<file path="src/rtl/rggen_axi4lite_bridge_pkg.sv">
// Shared rggen access codes, AXI response codes and bridge state encoding.
package rggen_axi4lite_bridge_pkg;

   localparam logic [1:0] RGGEN_WRITE = 2'b11;
   localparam logic [1:0] RGGEN_READ  = 2'b10;

   localparam logic [1:0] AXI_OKAY   = 2'b00;
   localparam logic [1:0] AXI_EXOKAY = 2'b01;
   localparam logic [1:0] AXI_SLVERR = 2'b10;
   localparam logic [1:0] AXI_DECERR = 2'b11;

   typedef enum logic [1:0] {
      ST_IDLE          = 2'b00,
      ST_WRITE_REQUEST = 2'b01,
      ST_READ_REQUEST  = 2'b10,
      ST_WAIT_RESPONSE = 2'b11
   } bridge_state_e;

   // Anything that is not an explicit write is issued as a read.
   function automatic logic is_write(input logic [1:0] access);
      logic result;
      case (access)
         RGGEN_WRITE: result = 1'b1;
         RGGEN_READ:  result = 1'b0;
         default:     result = 1'b0;
      endcase
      return result;
   endfunction

endpackage

</file>
<file path="src/rtl/rggen_axi4lite_bridge.sv">
// Converts one rggen bus request into a single AXI4-Lite master transaction,
// one outstanding transaction at a time.
module rggen_axi4lite_bridge
   import rggen_axi4lite_bridge_pkg::*;
#(
   parameter int         ID_WIDTH        = 0,
   parameter int         ADDRESS_WIDTH   = 8,
   parameter int         BUS_WIDTH       = 32,
   parameter int         ID_VALUE        = 0,
   parameter logic [2:0] PROT_VALUE      = 3'b000,
   parameter int         ACTUAL_ID_WIDTH = (ID_WIDTH > 0) ? ID_WIDTH : 1
)(
   input  logic                       i_clk,
   input  logic                       i_rst_n,
   input  logic                       i_bus_valid,
   input  logic [1:0]                 i_bus_access,
   input  logic [ADDRESS_WIDTH-1:0]   i_bus_address,
   input  logic [BUS_WIDTH-1:0]       i_bus_write_data,
   input  logic [BUS_WIDTH/8-1:0]     i_bus_strobe,
   output logic                       o_bus_ready,
   output logic [1:0]                 o_bus_status,
   output logic [BUS_WIDTH-1:0]       o_bus_read_data,
   output logic                       o_awvalid,
   input  logic                       i_awready,
   output logic [ACTUAL_ID_WIDTH-1:0] o_awid,
   output logic [ADDRESS_WIDTH-1:0]   o_awaddr,
   output logic [2:0]                 o_awprot,
   output logic                       o_wvalid,
   input  logic                       i_wready,
   output logic [BUS_WIDTH-1:0]       o_wdata,
   output logic [BUS_WIDTH/8-1:0]     o_wstrb,
   input  logic                       i_bvalid,
   output logic                       o_bready,
   input  logic [ACTUAL_ID_WIDTH-1:0] i_bid,
   input  logic [1:0]                 i_bresp,
   output logic                       o_arvalid,
   input  logic                       i_arready,
   output logic [ACTUAL_ID_WIDTH-1:0] o_arid,
   output logic [ADDRESS_WIDTH-1:0]   o_araddr,
   output logic [2:0]                 o_arprot,
   input  logic                       i_rvalid,
   output logic                       o_rready,
   input  logic [ACTUAL_ID_WIDTH-1:0] i_rid,
   input  logic [1:0]                 i_rresp,
   input  logic [BUS_WIDTH-1:0]       i_rdata
);

   localparam logic [ACTUAL_ID_WIDTH-1:0] ID_CONST =
      (ID_WIDTH > 0) ? ACTUAL_ID_WIDTH'(ID_VALUE) : '0;

   bridge_state_e              state_r;
   bridge_state_e              state_next_s;
   logic [1:0]                 access_r;
   logic [ADDRESS_WIDTH-1:0]   address_r;
   logic [BUS_WIDTH-1:0]       write_data_r;
   logic [BUS_WIDTH/8-1:0]     strobe_r;
   logic                       aw_done_r;
   logic                       w_done_r;
   logic                       aw_done_next_s;
   logic                       w_done_next_s;
   logic                       capture_s;
   logic                       awvalid_s;
   logic                       wvalid_s;
   logic                       arvalid_s;
   logic                       bready_s;
   logic                       rready_s;
   logic                       bus_ready_s;
   logic [1:0]                 bus_status_s;
   logic [BUS_WIDTH-1:0]       bus_read_data_s;

   // Response IDs are not checked since only one transaction is ever outstanding.
   logic unused_s;
   assign unused_s = ^{i_bid, i_rid};

   // State register, request capture and per-channel write handshake flags.
   always_ff @(posedge i_clk or negedge i_rst_n) begin
      if (!i_rst_n) begin
         state_r      <= ST_IDLE;
         access_r     <= 2'b00;
         address_r    <= '0;
         write_data_r <= '0;
         strobe_r     <= '0;
         aw_done_r    <= 1'b0;
         w_done_r     <= 1'b0;
      end else begin
         state_r   <= state_next_s;
         aw_done_r <= aw_done_next_s;
         w_done_r  <= w_done_next_s;
         if (capture_s) begin
            access_r     <= i_bus_access;
            address_r    <= i_bus_address;
            write_data_r <= i_bus_write_data;
            strobe_r     <= i_bus_strobe;
         end
      end
   end

   // Next-state decode plus AXI valid/ready and completion outputs.
   always_comb begin
      state_next_s    = state_r;
      capture_s       = 1'b0;
      aw_done_next_s  = aw_done_r;
      w_done_next_s   = w_done_r;
      awvalid_s       = 1'b0;
      wvalid_s        = 1'b0;
      arvalid_s       = 1'b0;
      bready_s        = 1'b0;
      rready_s        = 1'b0;
      bus_ready_s     = 1'b0;
      bus_status_s    = AXI_OKAY;
      bus_read_data_s = '0;
      case (state_r)
         ST_IDLE: begin
            aw_done_next_s = 1'b0;
            w_done_next_s  = 1'b0;
            if (i_bus_valid) begin
               capture_s = 1'b1;
               if (is_write(i_bus_access)) begin
                  state_next_s = ST_WRITE_REQUEST;
               end else begin
                  state_next_s = ST_READ_REQUEST;
               end
            end else begin
               state_next_s = ST_IDLE;
            end
         end
         ST_WRITE_REQUEST: begin
            // Each channel's valid drops independently once its handshake is done.
            awvalid_s      = !aw_done_r;
            wvalid_s       = !w_done_r;
            aw_done_next_s = aw_done_r | i_awready;
            w_done_next_s  = w_done_r | i_wready;
            if (aw_done_next_s && w_done_next_s) begin
               state_next_s = ST_WAIT_RESPONSE;
            end else begin
               state_next_s = ST_WRITE_REQUEST;
            end
         end
         ST_READ_REQUEST: begin
            arvalid_s = 1'b1;
            if (i_arready) begin
               state_next_s = ST_WAIT_RESPONSE;
            end else begin
               state_next_s = ST_READ_REQUEST;
            end
         end
         ST_WAIT_RESPONSE: begin
            if (is_write(access_r)) begin
               bready_s = 1'b1;
               if (i_bvalid) begin
                  bus_ready_s  = 1'b1;
                  bus_status_s = i_bresp;
                  state_next_s = ST_IDLE;
               end else begin
                  state_next_s = ST_WAIT_RESPONSE;
               end
            end else begin
               rready_s = 1'b1;
               if (i_rvalid) begin
                  bus_ready_s     = 1'b1;
                  bus_status_s    = i_rresp;
                  bus_read_data_s = i_rdata;
                  state_next_s    = ST_IDLE;
               end else begin
                  state_next_s = ST_WAIT_RESPONSE;
               end
            end
         end
         default: begin
            state_next_s = ST_IDLE;
         end
      endcase
   end

   assign o_bus_ready     = bus_ready_s;
   assign o_bus_status    = bus_status_s;
   assign o_bus_read_data = bus_read_data_s;

   assign o_awvalid = awvalid_s;
   assign o_awid    = ID_CONST;
   assign o_awaddr  = address_r;
   assign o_awprot  = PROT_VALUE;
   assign o_wvalid  = wvalid_s;
   assign o_wdata   = write_data_r;
   assign o_wstrb   = strobe_r;
   assign o_bready  = bready_s;
   assign o_arvalid = arvalid_s;
   assign o_arid    = ID_CONST;
   assign o_araddr  = address_r;
   assign o_arprot  = PROT_VALUE;
   assign o_rready  = rready_s;

endmodule

</file>
<file path="config.mk">
export PLATFORM = sky130hd
export DESIGN_NAME = rggen_axi4lite_bridge
export DESIGN_NICKNAME = d
export VERILOG_FILES = /design/src/rtl/rggen_axi4lite_bridge_pkg.sv /design/src/rtl/rggen_axi4lite_bridge.sv
export SDC_FILE = /design/constraint.sdc
export NUM_CORES = 1
export LEC_CHECK = 0
export BUFFER_PORTS_ARGS = -buffer_cell sky130_fd_sc_hd__buf_4
export CAP_MARGIN = 25
export CORE_MARGIN = 4
export CORE_UTILIZATION = 36
export DETAILED_ROUTE_END_ITERATION = 10
export PLACE_DENSITY = 0.76
export SLEW_MARGIN = 20
export SYNTH_ARGS = -nofsm -noshare
export SYNTH_HDL_FRONTEND = slang
export SYNTH_SLANG_ARGS = --single-unit
</file>
<file path="constraint.sdc">
create_clock -name i_clk -period 1.3 [get_ports i_clk]
set_input_delay 0.26 -clock i_clk [delete_from_list [all_inputs] [get_ports i_clk]]
set_output_delay 0.26 -clock i_clk [all_outputs]
set_load 0.05 [all_outputs]
</file>
-- Word level (Yosys, flattened, before mapping)
Index checks and enable logic that the tools add are counted.
- input port bits: 92
- bits in registers: 50
- output and inout port bits: 100
- equal/unequal tests: 5
- muxes and demuxes: 35
- bitwise logic cells: 2
- reduce and logical (&&, ||, !) cells: 5
- operator list (cell ; count):
    32-bit 2-to-1 mux ; 3
    2-bit 2-to-1 mux ; 10
    1-bit 2-to-1 mux ; 19
    2-bit == test (second input constant) ; 4
    2-bit one-hot mux with 4 select lines ; 1
    1-bit one-hot mux with 2 select lines ; 2
    2-bit by 1-bit == test with 1-bit output (second input constant) ; 1
    1-bit zero test ; 2
    2-bit zero test ; 1
    1-bit bitwise OR ; 2
    2-bit nonzero test ; 1
    1-bit logical AND ; 1

-- Logic depth before layout (Yosys ltp)
- word-level depth: 7
- gate-level depth with buffers: 5
- gate-level depth less buffers: 3

-- Worst setup path before layout
OpenSTA, ideal clock, no wires.
- path kind: reg2out
- start: reg access_r[0]
- end: out o_bus_ready
- slack: -0.444 ns
- buffers on the path: 0
- cell stages (with the launch flop): 3
- data arrival time: 1.484 ns
- path through: dfrtp_1 -> a21bo_2 -> a21oi_1
- cells in the longest elaborated chain, start to end: 5
- ends and longest elaborated chain (element ; RTL line ; text):
    start, declared ; rggen_axi4lite_bridge.sv:53 ; logic [1:0] access_r;
    start signal, assigned ; rggen_axi4lite_bridge.sv:90 ; access_r <= i_bus_access;
    2-bit == test ; rggen_axi4lite_bridge_pkg.sv:22 ; case (access)
    1-bit 2-to-1 mux ; rggen_axi4lite_bridge_pkg.sv:22 ;
    1-bit 2-to-1 mux ; rggen_axi4lite_bridge.sv:112 ; case (state_r)
    1-bit 2-to-1 mux ; rggen_axi4lite_bridge.sv:148 ; if (is_write(access_r)) begin
    1-bit 2-to-1 mux ; rggen_axi4lite_bridge.sv:112 ;
    end, declared ; rggen_axi4lite_bridge.sv:20 ; output logic o_bus_ready,
No other way between the ends. The select of a mux whose other input is x is not followed.

-- Worst setup path in the final report
- start: reg access_r[0]
- end: out o_bus_read_data[21]
- cells in the longest elaborated chain, start to end: 5
- ends and longest elaborated chain (element ; RTL line ; text):
    2-bit == test ; rggen_axi4lite_bridge_pkg.sv:22 ;
    1-bit 2-to-1 mux ; rggen_axi4lite_bridge_pkg.sv:22 ;
    1-bit 2-to-1 mux ; rggen_axi4lite_bridge.sv:112 ;
    32-bit 2-to-1 mux ; rggen_axi4lite_bridge.sv:148 ;
    32-bit 2-to-1 mux ; rggen_axi4lite_bridge.sv:112 ;
    end, declared ; rggen_axi4lite_bridge.sv:22 ; output logic [BUS_WIDTH-1:0] o_bus_read_data,
No other way between the ends. The select of a mux whose other input is x is not followed.

==> flow_metrics.env <==
export IMPL_status="complete, but fails checks"
export IMPL_violations="negative setup slack"
export IMPL_fin_crit_sh=1.34
export IMPL_reg2reg_depth=7
export IMPL_multi_input_comb_area_um2=1280
export IMPL_yosysWarnings=0
export IMPL_synth_top_cell_area_share=0.495
export IMPL_r2r_slack_ns=-0.33
export IMPL_finalWorstSetupSlack_ns=-0.438
export IMPL_syn_cell_area_um2=2530
export IMPL_reg2reg_from="state_r[1]"
export IMPL_drv_cap=0
export IMPL_rsz0062_at_grt="true"
export IMPL_arrival_ns=1.48
export IMPL_p_sw_w=0.00691
export IMPL_rows=30
export IMPL_finalClockSkew_ns=0.00592
export IMPL_synth_edf_count=0
export IMPL_clk_latency_ns=0.30
export IMPL_cts_tree="built"
export IMPL_seq_area_um2=1250
export IMPL_die_area_um2=8430
export IMPL_grt_max_degree=33
export IMPL_htreeDepth=2
export IMPL_antenna_found_initial=0
export IMPL_seq_area_frac_synth=0.495
export IMPL_cts_sinks=50
export IMPL_clk_pin_slew_ns=0.10
export IMPL_cts_made_buffers=5
export IMPL_seqPwrFrac=0.212
export IMPL_cts_max_path_buffers=2
export IMPL_slew_viol_final=0
export IMPL_synthCells=185
export IMPL_nets=482
export IMPL_globalRouteTotalUtil=0.191
export IMPL_post_synth_top_area_cell="dfrtp_1"
export IMPL_intPower_w=0.00693
export IMPL_max_freq_mhz=575
export IMPL_dieWidth_um=91.8
export IMPL_timing_rr_end="o_araddr[6]"
export IMPL_fin_util=0.722
export IMPL_ys_types=21
export IMPL_avgRoutedWirePerCell_um=17.2
export IMPL_hold_viol_final=0
export IMPL_power_frac_clock=0.067
export IMPL_crit_fanout=16
export IMPL_first_iter_violations=48
export IMPL_combPwrFrac=0.721
export IMPL_grt_pass1_vias=2488
export IMPL_ys_top_cells_by_area="dfrtp_1, mux2_4, and2_1"
export IMPL_start_util=0.372
export IMPL_async_flop_share=1.00
export IMPL_worstSetupEndpointType="primary output"
export IMPL_worstHoldStart="i_bus_write_data[24]"
export IMPL_p_per_area_nw_per_um2=2820
export IMPL_yosysMostFrequentCell="dfrtp_1"
export IMPL_synth_seq_cells=50
export IMPL_synth_ff_type="dfrtp_1"
export IMPL_cts_root_buf="clkbuf_8"
export IMPL_vias=2214
export IMPL_worstSetupPathType="reg2out"
export IMPL_swShare=0.499
export IMPL_diodes=0
export IMPL_drtAntennaViolNets=0
export IMPL_drt_total_wl_um=8360
export IMPL_synthTopCellsByCount="dfrtp_1, mux2_4, and2_1"
export IMPL_drc=0
export IMPL_setup_viol=86
export IMPL_gp_congestion=0.715
export IMPL_hold_path_class="in2reg"
export IMPL_p_leak_nw=2.42
export IMPL_crit_start="access_r[0]"
export IMPL_gr_total_overflow=0
export IMPL_dpl_hpwl_um=5540
export IMPL_core_area_um2=6790
export IMPL_grt_pass1_wl_um=12900
export IMPL_syn2layout_area_growth_pct=94.2
export IMPL_preCtsSetupSlack_ns=-0.164
export IMPL_avgSynthCellArea_um2=13.7
export IMPL_required_ns=1.04
export IMPL_min_period_ns=1.74
export IMPL_hold_depth=2
export IMPL_crit_path_end="o_bus_read_data[21]"
export IMPL_drive_above_1_share=0.818
export IMPL_critical_path_startpoint_type="flop"
export IMPL_n_fill_cell=446
export IMPL_routed_via_density=4.55
export IMPL_io_buffer_count=181
export IMPL_ir_drop_uv=2070
export IMPL_die_h_um=91.8
export IMPL_drt_first_pass_iters=4
export IMPL_ioPinCount=192
## state kept, by name, indices dropped and copies added, names as in the netlist
| signal | count |
|---|---|
| access_r | 2 |
| o_wstrb | 4 |
| aw_done_r | 1 |
| o_araddr | 8 |
| state_r | 2 |
| w_done_r | 1 |
| o_wdata | 32 |
## final cells by class
type,count,share of cell area
repair buffers,215,0.439
multi-input cells,117,0.260
flip-flops and latches,50,0.255
well taps,96,0.0245
clock buffers,5,0.0140
clock inverters,3,0.00510
inverters,1,0.00127
## cells in the final DEF (no fill, tap or decap), types with 4 or more instances in the layout
cell type  instances
buf_6             10
and2_4            32
buf_12             8
buf_16             5
buf_8             38
conb_1             8
clkbuf_8           5
nor2_4             5
buf_4            152
dfrtp_1           48
a21oi_1            4
mux2_4            46
## kinds of logic (layout without fill, tap and decap cells)
kind of cell | count (synthesis) | count (layout) | share of synthesized area
AO/OA/AOI/OAI | 11 | 11 | 0.0257
buffers and inverters | 25 | 224 | 0.0931
flip-flops | 50 | 50 | 0.495
multiplexers | 46 | 46 | 0.264
other | 1 | 8 | 0.00148
AND/OR/NAND/NOR | 52 | 52 | 0.120
## timing repair
item / in CTS / in global routing
cloned: 6 / 1
hold buffers: 1 / 0
endpoints found under the setup margin: 86 / 88
gates resized for setup: 101 / 14
pin swaps: 4 / 8
hold endpoints to repair: 19 / 0
setup buffers: 13 / 3
## critical path, cell delays in order (launching register included)
cell and delay [ns]:
dfrtp_2 0.42, nand2_2 0.07, and4_4 0.24, clkbuf_16 0.17, and2_4 0.15, buf_8 0.14
## metal layers
| metal | GRT usage | vias up | share of wire |
|---|---|---|---|
| li1 | - | 1015 | - |
| met1 | 0.216 | 1056 | 0.37 |
| met2 | 0.346 | 137 | 0.51 |
| met3 | 0.0664 | 6 | 0.11 |
| met4 | 0.0408 | 0 | 0.010 |
| met5 | 0 | - | 0 |
## metrics by stage
| stage | instance area (um2) | hold WS [ns] | power [W] | setup TNS, ns | instances |
|---|---|---|---|---|---|
| after detailed placement | 4120 | 0.155 | 0.0116 | -9.01 | 460 |
| final | 4910 | 0.181 | 0.0138 | -26.61 | 487 |
| after global placement | 4120 | 0.151 | 0.0115 | -8.73 | 460 |
| after floorplan | 2740 | -0.0356 | 0.00930 | -9.53 | 192 |
| after CTS | 4850 | 0.170 | 0.0137 | -27.34 | 487 |
| after global routing | 4910 | 0.174 | 0.0144 | -30.92 | 487 |
## how the worst min path moves through the flow
| stage | to | slack [ns] |
|---|---|---|
| final | o_wdata[24] | 0.18 |
| after global routing | o_wdata[13] | 0.17 |
| after CTS | o_wdata[13] | 0.17 |
| after detailed placement | o_wstrb[3] | 0.16 |
| after global placement | o_wstrb[3] | 0.15 |
| after floorplan | access_r[0] | -0.04 |
## power by group through the flow
stage | Combinational [W] | Clock, W | Sequential [W]
after floorplan | 0.00396 | 0 | 0.00534
after global routing | 0.0104 | 0.00101 | 0.00304
final | 0.00998 | 0.000927 | 0.00293
after global placement | 0.00859 | 0 | 0.00291
after CTS | 0.00979 | 0.000954 | 0.00291
after detailed placement | 0.00869 | 0 | 0.00291
No activity file was read; power rests on OpenSTA's default activity.
